<file path="src/rtl/pulse_timer_pkg.sv">
// Shared types and default sizes for the pulse period counter and its
// configuration shadow register.
package pulse_timer_pkg;

    localparam int PT_WIDTH        = 16;
    localparam int PT_REPEAT_WIDTH = 8;

    typedef enum logic [1:0] {
        IDLE  = 2'd0,
        ARMED = 2'd1,
        RUN   = 2'd2
    } pt_state_e;

    typedef struct packed {
        logic [PT_WIDTH-1:0]        period;
        logic [PT_WIDTH-1:0]        threshold;
        logic [PT_REPEAT_WIDTH-1:0] repeats;
    } pt_cfg_t;

endpackage

</file>
<file path="src/rtl/period_cfg_shadow.sv">
// Single-entry holding register for a mid-run period/threshold update; the
// entry is consumed by a load strobe at a period boundary or dropped by clear.
module period_cfg_shadow #(
    parameter int WIDTH = 16
) (
    input  logic             clock,
    input  logic             reset_n,
    input  logic             wr_i,
    input  logic [WIDTH-1:0] period_i,
    input  logic [WIDTH-1:0] threshold_i,
    input  logic             load_i,
    input  logic             clear_i,
    output logic             full_o,
    output logic             full_next_o,
    output logic [WIDTH-1:0] period_o,
    output logic [WIDTH-1:0] threshold_o
);

    logic             full_q, full_d;
    logic [WIDTH-1:0] period_q, period_d;
    logic [WIDTH-1:0] threshold_q, threshold_d;

    always_comb begin
        // NOTE: every next-state signal is defaulted first so no latch is inferred.
        full_d      = full_q;
        period_d    = period_q;
        threshold_d = threshold_q;
        if (clear_i || load_i) begin
            full_d = 1'b0;
        end else if (wr_i && !full_q) begin
            full_d      = 1'b1;
            period_d    = period_i;
            threshold_d = threshold_i;
        end
    end

    always_ff @(posedge clock or negedge reset_n) begin
        if (!reset_n) begin
            full_q      <= 1'b0;
            period_q    <= '0;
            threshold_q <= '0;
        end else begin
            // NOTE: non-blocking assignments so every flop samples pre-edge values.
            full_q      <= full_d;
            period_q    <= period_d;
            threshold_q <= threshold_d;
        end
    end

    assign full_o      = full_q;
    assign full_next_o = full_d;
    assign period_o    = period_q;
    assign threshold_o = threshold_q;

endmodule

</file>
<file path="src/rtl/pulse_period_counter.sv">
// Programmable period timer feeding a magnitude comparator (count -> a,
// threshold -> b). Define PULSE_PERIOD_TALLY_EN to add the period_tally output.
module pulse_period_counter
    import pulse_timer_pkg::*;
#(
    parameter int WIDTH        = PT_WIDTH,
    parameter int REPEAT_WIDTH = PT_REPEAT_WIDTH
) (
    input  logic                    clock,
    input  logic                    reset_n,
    input  logic                    cfg_valid,
    output logic                    cfg_ready,
    input  logic [WIDTH-1:0]        cfg_period,
    input  logic [WIDTH-1:0]        cfg_threshold,
    input  logic [REPEAT_WIDTH-1:0] cfg_repeats,
    input  logic                    start,
    input  logic                    abort,
    output logic [WIDTH-1:0]        count,
    output logic [WIDTH-1:0]        threshold,
    output logic                    count_valid,
    output logic                    period_done,
    output logic                    busy,
`ifdef PULSE_PERIOD_TALLY_EN
    output logic [REPEAT_WIDTH-1:0] period_tally,
`endif
    output logic                    done
);

    // The config struct is sized by the package defaults.
    if (WIDTH != PT_WIDTH || REPEAT_WIDTH != PT_REPEAT_WIDTH) begin : g_param_check
        $error("pulse_period_counter: WIDTH/REPEAT_WIDTH must match pulse_timer_pkg");
    end

    pt_state_e               state_q, state_d;
    pt_cfg_t                 act_q, act_d;
    pt_cfg_t                 cfg_in;
    logic [REPEAT_WIDTH-1:0] rep_left_q, rep_left_d;
    logic [WIDTH-1:0]        count_q, count_d;
    logic                    count_valid_q, count_valid_d;
    logic                    period_done_q, period_done_d;
    logic                    busy_q, busy_d;
    logic                    done_q, done_d;
    logic                    cfg_ready_q, cfg_ready_d;
    logic                    xfer;

    logic                    sh_wr, sh_load, sh_clear;
    logic                    sh_full, sh_full_next;
    logic [WIDTH-1:0]        sh_period, sh_threshold;

    // A zero period behaves as a one-cycle period.
    assign cfg_in = '{
        period:    (cfg_period == '0) ? WIDTH'(1) : cfg_period,
        threshold: cfg_threshold,
        repeats:   cfg_repeats
    };

    assign xfer = cfg_valid && cfg_ready_q;

    period_cfg_shadow #(.WIDTH(WIDTH)) u_shadow (
        .clock       (clock),
        .reset_n     (reset_n),
        .wr_i        (sh_wr),
        .period_i    (cfg_in.period),
        .threshold_i (cfg_in.threshold),
        .load_i      (sh_load),
        .clear_i     (sh_clear),
        .full_o      (sh_full),
        .full_next_o (sh_full_next),
        .period_o    (sh_period),
        .threshold_o (sh_threshold)
    );

    always_comb begin
        state_d       = state_q;
        act_d         = act_q;
        rep_left_d    = rep_left_q;
        count_d       = count_q;
        count_valid_d = count_valid_q;
        busy_d        = busy_q;
        done_d        = 1'b0;
        sh_wr         = 1'b0;
        sh_load       = 1'b0;
        sh_clear      = 1'b0;

        if (abort) begin
            // Abort wins over start; a concurrent transfer still lands in the active set.
            sh_clear      = 1'b1;
            count_d       = '0;
            count_valid_d = 1'b0;
            busy_d        = 1'b0;
            if (xfer) begin
                act_d   = cfg_in;
                state_d = ARMED;
            end else begin
                state_d = (state_q == IDLE) ? IDLE : ARMED;
            end
        end else begin
            unique case (state_q)
                IDLE, ARMED: begin
                    if (xfer) begin
                        act_d   = cfg_in;
                        state_d = ARMED;
                    end
                    if (start && state_q == ARMED) begin
                        state_d       = RUN;
                        count_d       = '0;
                        count_valid_d = 1'b1;
                        busy_d        = 1'b1;
                        rep_left_d    = act_d.repeats;
                    end
                end
                RUN: begin
                    sh_wr = xfer;
                    if (period_done_q) begin
                        count_d = '0;
                        if (sh_full) begin
                            sh_load         = 1'b1;
                            act_d.period    = sh_period;
                            act_d.threshold = sh_threshold;
                        end
                        if (act_q.repeats != '0) begin
                            rep_left_d = rep_left_q - 1'b1;
                            if (rep_left_q == REPEAT_WIDTH'(1)) begin
                                state_d       = ARMED;
                                count_valid_d = 1'b0;
                                busy_d        = 1'b0;
                                done_d        = 1'b1;
                            end
                        end
                    end else begin
                        count_d = count_q + 1'b1;
                    end
                end
                default: state_d = IDLE;
            endcase
        end

        // Registered outputs are derived from the next state so they align with count.
        period_done_d = (state_d == RUN) && (count_d == act_d.period - 1'b1);
        cfg_ready_d   = (state_d != RUN) || !sh_full_next;
    end

    always_ff @(posedge clock or negedge reset_n) begin
        if (!reset_n) begin
            state_q       <= IDLE;
            act_q         <= '0;
            rep_left_q    <= '0;
            count_q       <= '0;
            count_valid_q <= 1'b0;
            period_done_q <= 1'b0;
            busy_q        <= 1'b0;
            done_q        <= 1'b0;
            cfg_ready_q   <= 1'b1;
        end else begin
            state_q       <= state_d;
            act_q         <= act_d;
            rep_left_q    <= rep_left_d;
            count_q       <= count_d;
            count_valid_q <= count_valid_d;
            period_done_q <= period_done_d;
            busy_q        <= busy_d;
            done_q        <= done_d;
            cfg_ready_q   <= cfg_ready_d;
        end
    end

`ifdef PULSE_PERIOD_TALLY_EN
    logic [REPEAT_WIDTH-1:0] tally_q;

    // Counts emitted period_done pulses; restarts with each run and saturates.
    always_ff @(posedge clock or negedge reset_n) begin
        if (!reset_n) begin
            tally_q <= '0;
        end else if (state_q == ARMED && state_d == RUN) begin
            tally_q <= '0;
        end else if (period_done_q && tally_q != '1) begin
            tally_q <= tally_q + 1'b1;
        end
    end

    assign period_tally = tally_q;
`endif

    assign cfg_ready   = cfg_ready_q;
    assign count       = count_q;
    assign threshold   = act_q.threshold;
    assign count_valid = count_valid_q;
    assign period_done = period_done_q;
    assign busy        = busy_q;
    assign done        = done_q;

endmodule

</file>
<file path="config.mk">
export PLATFORM = sky130hd
export DESIGN_NAME = pulse_period_counter
export DESIGN_NICKNAME = d
export VERILOG_FILES = /design/src/rtl/pulse_timer_pkg.sv /design/src/rtl/period_cfg_shadow.sv /design/src/rtl/pulse_period_counter.sv
export SDC_FILE = /design/constraint.sdc
export NUM_CORES = 1
export LEC_CHECK = 0
export ABC_AREA = 1
export CORE_ASPECT_RATIO = 1.5
export CORE_UTILIZATION = 40
export DETAILED_ROUTE_END_ITERATION = 8
export PLACE_DENSITY_LB_ADDON = 0.12
export REMOVE_ABC_BUFFERS = 1
export SYNTH_ARGS = -nofsm -noshare
export SYNTH_HDL_FRONTEND = slang
export SYNTH_SLANG_ARGS = --single-unit
</file>
<file path="constraint.sdc">
create_clock -name clock -period 4.1 [get_ports clock]
set_input_delay 1.23 -clock clock [delete_from_list [all_inputs] [get_ports clock]]
set_output_delay 1.23 -clock clock [all_outputs]
set_load 0.03 [all_outputs]
</file>
# Word level (Yosys, flattened, before mapping)
# Cells that the tools add are included.
dict set report classes {
  reduce_logical 19
  mul 0
  n_div 0
  mux 44
  n_eq_ne 14
  n_shift 0
  n_lt_le_gt_ge 0
  add_sub_neg 3
  bitwise_logic 2
}
# op n
set ops {}
lappend ops {{$mux W40} 2}
lappend ops {{$mux W16} 4}
lappend ops {{$mux W32} 2}
lappend ops {{$pmux W32 S2} 1}
lappend ops {{$mux W8} 4}
lappend ops {{$pmux W16 S2} 1}
lappend ops {{$mux W1} 21}
lappend ops {{$add A16 B1 Y16 const B} 1}
lappend ops {{$eq A16 B16 Y1} 1}
lappend ops {{$logic_not A16 Y1} 1}
lappend ops {{$pmux W8 S2} 1}
lappend ops {{$sub A16 B1 Y16 const B} 1}
lappend ops {{$mux W2} 6}
lappend ops {{$ne A3 B3 Y1 const B} 4}
lappend ops {{$reduce_and A5 Y1} 2}
lappend ops {{$eq A8 B1 Y1 const B} 1}
lappend ops {{$ne A2 B2 Y1 const B} 4}
lappend ops {{$reduce_bool A8 Y1} 1}
lappend ops {{$sub A8 B1 Y8 const B} 1}
lappend ops {{$eq A2 B2 Y1 const B} 2}
lappend ops {{$logic_and A1 B1 Y1} 4}
lappend ops {{$pmux W2 S2} 1}
lappend ops {{$reduce_bool A2 Y1} 2}
lappend ops {{$ne A3 B2 Y1 const B} 1}
lappend ops {{other kinds (10)} 13}
dict set report totals {
  romBits 0
  ram_bits 0
  ff_bits 103
  inputBits 45
  elab_cells 95
  memories 0
  out_inout_bits 37
  latch_bits 0
}

# Logic depth before layout (Yosys ltp)
# Gate-level depths: netlist (run 1).
dict set report depth {
  word_depth 8
  depth_mapped 21
}

# Cells and area by module
# A second synthesis (run 1) with hierarchy kept.
dict set report unflattened {
  hier_cells 877
  hier_area_um2 6283.5
}
# mod area_each_um2 seq_area_each_um2 cells_each n_inst
set by_module_without_submodules {}
lappend by_module_without_submodules {pulse_period_counter 4922.2 1752.9 734 1}
lappend by_module_without_submodules {period_cfg_shadow 1361.3 825.8 143 1}

# Worst setup path after synthesis (run 1)
# Ideal clock, no wire load.
dict set report synth_timing {
  kind {input-to-reg}
  start {input port cfg_valid}
  end {register period_done_q, in the netlist period_done}
  path_stages 20
  setup_ns 0.080
  slack_ns 0.857
  required_time_ns 4.020
  t_arrival_ns 3.163
  path_cell_list {nand2_1 inv_1 buf_2 nand3_1 nand2_1 nand2_1 inv_1 ha_1 nand3_1 inv_2 nand2_1 nor2_2 nand2_1 nand2_1 nand2_1 nand2_1 nand2_1 nor2_1 nand3_1 nor3_2}
}
# element line
set synth_rtl {}
lappend synth_rtl {{from (decl)} pulse_period_counter.sv:11} ;# input logic cfg_valid,
lappend synth_rtl {{to (signal assigned)} pulse_period_counter.sv:160} ;# period_done_q <= period_done_d;
lappend synth_rtl {{to (decl)} pulse_period_counter.sv:40} ;# logic period_done_q, period_done_d;

==> results by group, run 1 <==
Critical path
  – Worst reg-to-reg path cell count: 17
  – Crit Path Class: in -> reg
  – CP max stage delay: 0.49 ns
  – R2R setup slack: 0.80 ns
  – Top Family by Delay on Critical Path: simple AND/OR/NAND/NOR gates
  – Crit end category: flip-flop
  – Crit path DAT: 3.80 ns
  – Most common cell on crit path: nand2_1
  – Maximum fanout along the worst path: 5
  – Worst setup SP type: input port
  – Reg2Reg Capture Point: period_done$_DFF_PN0_
  – CP Cell Sequence: clkdlybuf4s50_1 -> nor2_1 -> nand2_1 -> nor2_1 -> nand2_1 -> nand3_1 -> nand2_1 -> nand2_1 -> inv_1 -> ha_1 -> nand3_1 -> inv_2 -> nand2_1 -> nand3b_1 -> nand2_1 -> nand2_1 -> nor3_1 -> nand4_1 -> nor3_2
  – Worst Path Required: 4.38 ns
  – Crit path depth: 19
  – Crit-path slowest cell: clkdlybuf4s50_1
  – Sum of buffers and inverters on the critical path: 3
  – Worst r2r src: state_q[1]$_DFF_PN0_

Clock network
  – TritonCTS clock tree: yes
  – H-tree Lvls: 3
  – # hold bufs at CTS: 0
  – Postcts setup bufs: 0
  – CTS clk-pin slew, worst paths: 0.07 ns
  – CTS buffer count: 9
  – Clk_lat worst skew: 0.36 ns
  – Max Buffers Root-to-Sink: 2
  – CTS sink cnt: 103
  – CTS resizes: 0
  – Root buffer cell: clkbuf_16

Yosys
  – Synth Flop Type: dfrtp_1
  – Top cells by count, synth: 244 x nand2_1, 124 x inv_1, 102 x dfrtp_1, 88 x nor2_1, 78 x nand3_1
  – Fraction of registers with async set/reset: 1.00
  – Synth Area per Inst: 7.01 sq um
  – Most frequent cell after synthesis: nand2_1
  – Register area share after synthesis: 0.411
  – #FFs+latches synth: 103
  – Area leader, netlist: dfrtp_1
  – Ranking of synthesized cells by area: dfrtp_1 41%, nand2_1 15%, inv_1 7.4%, nand3_1 6.2%, nor2_1 5.3%
  – Synth unique cells: 39
  – Yosys warns: 0
  – Post-synth EDFFs: 0
  – Post-synth top area share: 0.407
  – Mapped cell area: 6270 sq um
  – Mapped Cells: 895

Die
  – Ports: 82
  – Die X: 104 um
  – Standard-cell rows: 55
  – Die ar.: 16200 sq um
  – Die Span Y: 155 um
  – Core area: 15200 sq um
  – Initial core utilization: 0.412

Layout
  – Register area: 2580 sq um
  – Diode count: 0
  – Post-Route Utilization: 0.493
  – Layout Area Growth over Synthesis: 19.7%
  – Multi-input gate area: 2940 sq um
  – Net count reported at finish: 1005
  – Share of layout cells above drive strength 1: 0.0749
  – Fill cell count: 1541

Worst hold path
  – Hold Path Origin: u_shadow.threshold_o[2]$_DFFE_PN0P_
  – Worst Hold Path EP: u_shadow.threshold_o[2]$_DFFE_PN0P_
  – Worst hold path depth: 2
  – Hold Crit Class: reg -> reg

Global routing
  – Vias in the first global route: 5926
  – Gr usage total: 0.227
  – Pin count of the biggest net entering global routing: 61
  – First-pass GRT wire length: 29.2 mm
  – Initial antenna violation count: 0
  – Global route overflow: 0

Drt
  – DRC: 0
  – 1st-pass router iterations: 5
  – Average vias per placed instance: 5.10
  – Via count: 5920
  – ANT nets after route: 0
  – Iter 0 DRT Violations: 350
  – Total Routed Length: 17.3 mm
  – WL/cell: 15.0 um

Timing
  – Min Tclk post-route: 3.53 ns
  – Setup TNS: 0 ns
  – Worst Tran Pin Value: 0.806 ns
  – Final Hold Fails: 0
  – Slew margin rel.: 0.463
  – RSZ-0062 raised after global routing: no
  – F_max: 0.283 GHz
  – Max-slew violation count: 0
  – Skew final: 0.0122 ns
  – Period utilisation layout: 0.861
  – Endpoints failing setup: 0

Place
  – Global placement routability congestion: 0.889
  – Detail Placement HPWL: 12.9 mm
  – PortBufs: 81

Pwr
  – Peak supply drop: 0.199 mV
  – Power per cell area: 415 nW/um^2
  – LEAKAGE: 0.00361 uW

Run
  – Max Cap Viol: 0

Outcome
  – Status: finished, final reports clean
-- worst reg2reg max path, stage by stage (launching register included) --
cell	delay [ns]
dfrtp_1	0.87
nand2_4	0.29
nor2_4	0.29
nand2_1	0.14
nand2_1	0.09
nand2_1	0.09
nand2_1	0.11
inv_1	0.05
ha_1	0.20
nand3_1	0.18
inv_2	0.05
nand2_1	0.14
nand3b_1	0.09
nand2_1	0.07
nand2_1	0.04
nor3_1	0.25
nand4_1	0.15
nor3_2	0.12
-- layer usage --
metal	vias to the layer above	routed length (um)	track usage
li1	2989	-	-
met1	2744	7300	0.271
met2	151	8820	0.410
met3	36	697	0.0310
met4	0	524	0.0898
met5	-	0	0
-- flip-flops by register name, summed over array words and instances, names as in the netlist, 2 cells and up --
signal / cells
u_shadow.threshold_o: 16
act_q: 24
rep_left_q: 8
state_q: 2
u_shadow.period_o: 16
count: 16
threshold: 16
-- cell type report --
class                      instances  share of cell area
inverter                         134              0.0670
sequential                       103               0.344
clock buffer                       9              0.0300
multi-input combinational        612               0.391
tap                              199              0.0332
timing repair buffer              96               0.124
clock inverter                     7              0.0103
-- stage by stage --
stage	total power (uW)	instance area [sq um]	std cells	hold WS, ns	worst slack [ns]
after detailed placement	2270	7200	1144	0.474	0.203
after CTS	3150	7500	1160	0.494	0.553
after global routing	3340	7500	1160	0.512	0.207
final	3120	7500	1160	0.493	0.572
after floorplan	1940	6010	849	0.453	0.233
after global placement	2250	7200	1144	0.468	0.223
-- cell usage in the layout, fill, tap and decap left out, types with 2 or more instances in the layout --
cell             Yosys  layout
a21oi_1             32      32
buf_4               18      15
clkbuf_16            0       9
clkdlybuf4s50_1      0      80
clkinv_8             0       2
dfrtp_1            102     102
ha_1                 4       4
inv_1              124     124
inv_2               10      10
inv_6                0       2
mux2_2               6       6
nand2_1            244     244
nand2_2              6       6
nand3_1             78      77
nand3b_1             3       3
nand4_1             11      11
nor2_1              88      88
nor2_2               6       6
nor2_4               3       3
nor3_1               7       7
nor4_1               3       3
o211ai_1            10      10
o21ai_0             62      62
o21ai_1              5       5
o221ai_1            16      16
o22ai_1             10      10
or2_2                3       3
xor2_1               5       5
-- worst max-delay path by stage --
stage                              from                                 to  slack (ns)
after detailed placement  cfg_period[5]              period_done$_DFF_PN0_        0.20
after floorplan               cfg_valid  u_shadow.period_o[13]$_DFFE_PN0P_        0.23
after global routing      cfg_period[5]              period_done$_DFF_PN0_        0.21
after global placement    cfg_period[5]              period_done$_DFF_PN0_        0.22
after CTS                 cfg_period[5]              period_done$_DFF_PN0_        0.55
final                     cfg_period[5]              period_done$_DFF_PN0_        0.57
-- where the power goes --
| group | switching (uW) | internal [uW] | leakage, uW |
|---|---|---|---|
| logic | 530 | 333 | 0.00218 |
| registers | 139 | 1240 | 0.00129 |
| clock network | 444 | 433 | 0.000144 |
-- kinds of logic (layout without fill, tap and decap cells) --
logic type | after synthesis | in the layout | synth area share
AO/OA/AOI/OAI | 142 | 142 | 0.133
XOR/XNOR | 6 | 6 | 0.00838
adder cells (fa/ha/maj) | 4 | 4 | 0.00798
buffers and inverters | 180 | 246 | 0.121
flip-flops | 103 | 103 | 0.411
multiplexers | 6 | 6 | 0.0108
AND/OR/NAND/NOR | 454 | 454 | 0.308
Power figures use the tool's default switching activity.
==> inputs of run 2 (changes only) <==
--- a/config.mk
+++ b/config.mk
@@ -10,6 +10,7 @@
 export CORE_UTILIZATION = 40
 export DETAILED_ROUTE_END_ITERATION = 8
 export PLACE_DENSITY_LB_ADDON = 0.12
+export RECOVER_POWER = 100
 export REMOVE_ABC_BUFFERS = 1
 export SYNTH_ARGS = -nofsm -noshare
 export SYNTH_HDL_FRONTEND = slang
==> results by group, run 2 (synthesis gave the netlist of run 1 again) <==
Outcome
  – Status: finished with violations
  – Failing checks: capacitance limit, slew limit

Place
  – PortBufs: 81
  – Detail Placement HPWL: 12.9 mm
  – Area after DPL: 7200 sq um
  – Global placement routability congestion: 0.889

Layout
  – Fill cell count: 1547
  – Multi-input gate area: 2930 sq um
  – Commonest non-fill, non-tap cell in the layout: nand2_1
  – Commonest non-fill, non-tap cells in the layout: 246 x nand2_1, 128 x inv_1, 102 x dfrtp_1, 89 x nor2_1, 77 x nand3_1
  – Diode count: 0
  – Register area: 2580 sq um
  – Max reg flops: 24
  – Biggest register: act_q
  – Share of layout cells above drive strength 1: 0.0624
  – Fin area: 7460 sq um
  – Layout Area Growth over Synthesis: 19.0%
  – Net count reported at finish: 1005

Global routing
  – Gr usage total: 0.227
  – Initial antenna violation count: 0
  – Pin count of the biggest net entering global routing: 61
  – Global route overflow: 0
  – Vias in the first global route: 5926
  – First-pass GRT wire length: 29.2 mm

Critical path
  – Crit end category: flip-flop
  – Worst Path Required: 4.38 ns
  – Crit-path slowest cell: clkdlybuf4s50_1
  – Maximum fanout along the worst path: 23
  – Sum of buffers and inverters on the critical path: 4
  – CP Cell Sequence: clkdlybuf4s50_1 -> inv_1 -> buf_4 -> clkbuf_1 -> o21ai_0 -> a21oi_2 -> xor2_1 -> nand2_1 -> nand2_1 -> nand2_1 -> nor3_1 -> nand4_1 -> nor3_2
  – Top Family by Delay on Critical Path: buffers and inverters
  – Crit path DAT: 3.97 ns
  – Worst setup SP type: input port
  – Crit Path Class: in -> reg
  – CP max stage delay: 0.47 ns
  – Most common cell on crit path: nand2_1

Clock network
  – Postcts setup bufs: 0
  – CTS resizes: 0
  – H-tree Lvls: 3
  – CTS sink cnt: 103
  – CTS buffer count: 9
  – Max Buffers Root-to-Sink: 2
  – CTS clk-pin slew, worst paths: 0.07 ns
  – # hold bufs at CTS: 0
  – Clk_lat worst skew: 0.36 ns
  – Root buffer cell: clkbuf_16
  – TritonCTS clock tree: yes

Drt
  – WL/cell: 14.9 um
  – Average vias per placed instance: 5.11
  – Total Routed Length: 17.3 mm
  – Via count: 5923
  – 1st-pass router iterations: 5
  – DRC: 0
  – Iter 0 DRT Violations: 337
  – ANT nets after route: 0

Timing
  – F_max: 0.271 GHz
  – Worst Tran Pin Value: 1.54 ns
  – Setup TNS: 0 ns
  – Skew final: 0.0104 ns
  – Endpoints failing setup: 0
  – Period utilisation layout: 0.900
  – Slew margin rel.: -0.0296
  – Min Tclk post-route: 3.69 ns
  – Final Hold Fails: 0
  – RSZ-0062 raised after global routing: no
  – Max-slew violation count: 61

Die
  – Die Span Y: 155 um
  – Die X: 104 um
  – Core area: 15200 sq um
  – Ports: 82
  – Die ar.: 16200 sq um
  – Standard-cell rows: 55
  – Initial core utilization: 0.412

Pwr
  – LEAKAGE: 0.00367 uW
  – Peak supply drop: 0.198 mV
  – Power per cell area: 415 nW/um^2

Run
  – Max Cap Viol: 1

Worst hold path
  – Hold Crit Class: reg -> reg
==> run 2: changes by cell type in the layout (fill, tap and decap cells not counted), sizes merged <==
cell / change
buf: -7
clkdlybuf4s50: -39
inv: -1
dlygate4sd3: +39
clkbuf: +7
clkinv: +1
==> run 2: stage by stage <==
step	worst slack, ns	hold WS, ns	instances	util	total power (uW)
finish	0.411	0.493	1160	0.491	3090
global route	0.114	0.512	1160	0.491	3320
floorplan	0.233	0.453	849	-	1940
CTS	0.553	0.494	1160	0.493	3150
detailed placement	0.203	0.474	1144	0.474	2270
global placement	0.223	0.468	1144	0.474	2250
==> run 2: path summary, 6_finish.rpt <==
path	depth (start not counted)	from	slack (ns)	end
setup / recovery	13	abort	0.41	period_done$_DFF_PN0_
hold / removal	2	u_shadow.threshold_o[9]$_DFFE_PN0P_	0.49	u_shadow.threshold_o[9]$_DFFE_PN0P_
setup reg to reg	14	state_q[1]$_DFF_PN0_	0.77	period_done$_DFF_PN0_
hold reg to reg	2	u_shadow.threshold_o[9]$_DFFE_PN0P_	0.49	u_shadow.threshold_o[9]$_DFFE_PN0P_
max in group asynchronous	2	reset_n	1.03	act_q[24]$_DFF_PN0_
min in group asynchronous	1	reset_n	1.23	threshold[10]$_DFFE_PN0P_
==> run 2: tightest hold or removal path, cell delays in order, from the launching register on <==
cell and delay (ns):
dfrtp_1 0.34, nand2_1 0.05, o21ai_0 0.06
==> run 2: area by class of cell <==
| class | count | share of cell area |
|---|---|---|
| Inverter | 134 | 0.0674 |
| Sequential cell | 103 | 0.346 |
| Tap cell | 199 | 0.0334 |
| Timing Repair Buffer | 96 | 0.120 |
| Clock inverter | 7 | 0.0104 |
| Multi-Input combinational cell | 612 | 0.393 |
| Clock buffer | 9 | 0.0302 |
==> run 2: power by group <==
group	switching [uW]	internal, uW
Sequential	138	1240
Combinational	528	315
Clock	442	433
Total	1110	1990
==> run 2: routing by layer <==
metal | GRT usage | wire [um] | part of all wire | up-vias
li1 | - | - | - | 2985
met1 | 0.271 | 7290 | 0.42 | 2750
met5 | 0 | 0 | 0 | -
met3 | 0.0310 | 673 | 0.039 | 36
met2 | 0.410 | 8800 | 0.51 | 152
met4 | 0.0898 | 537 | 0.031 | 0
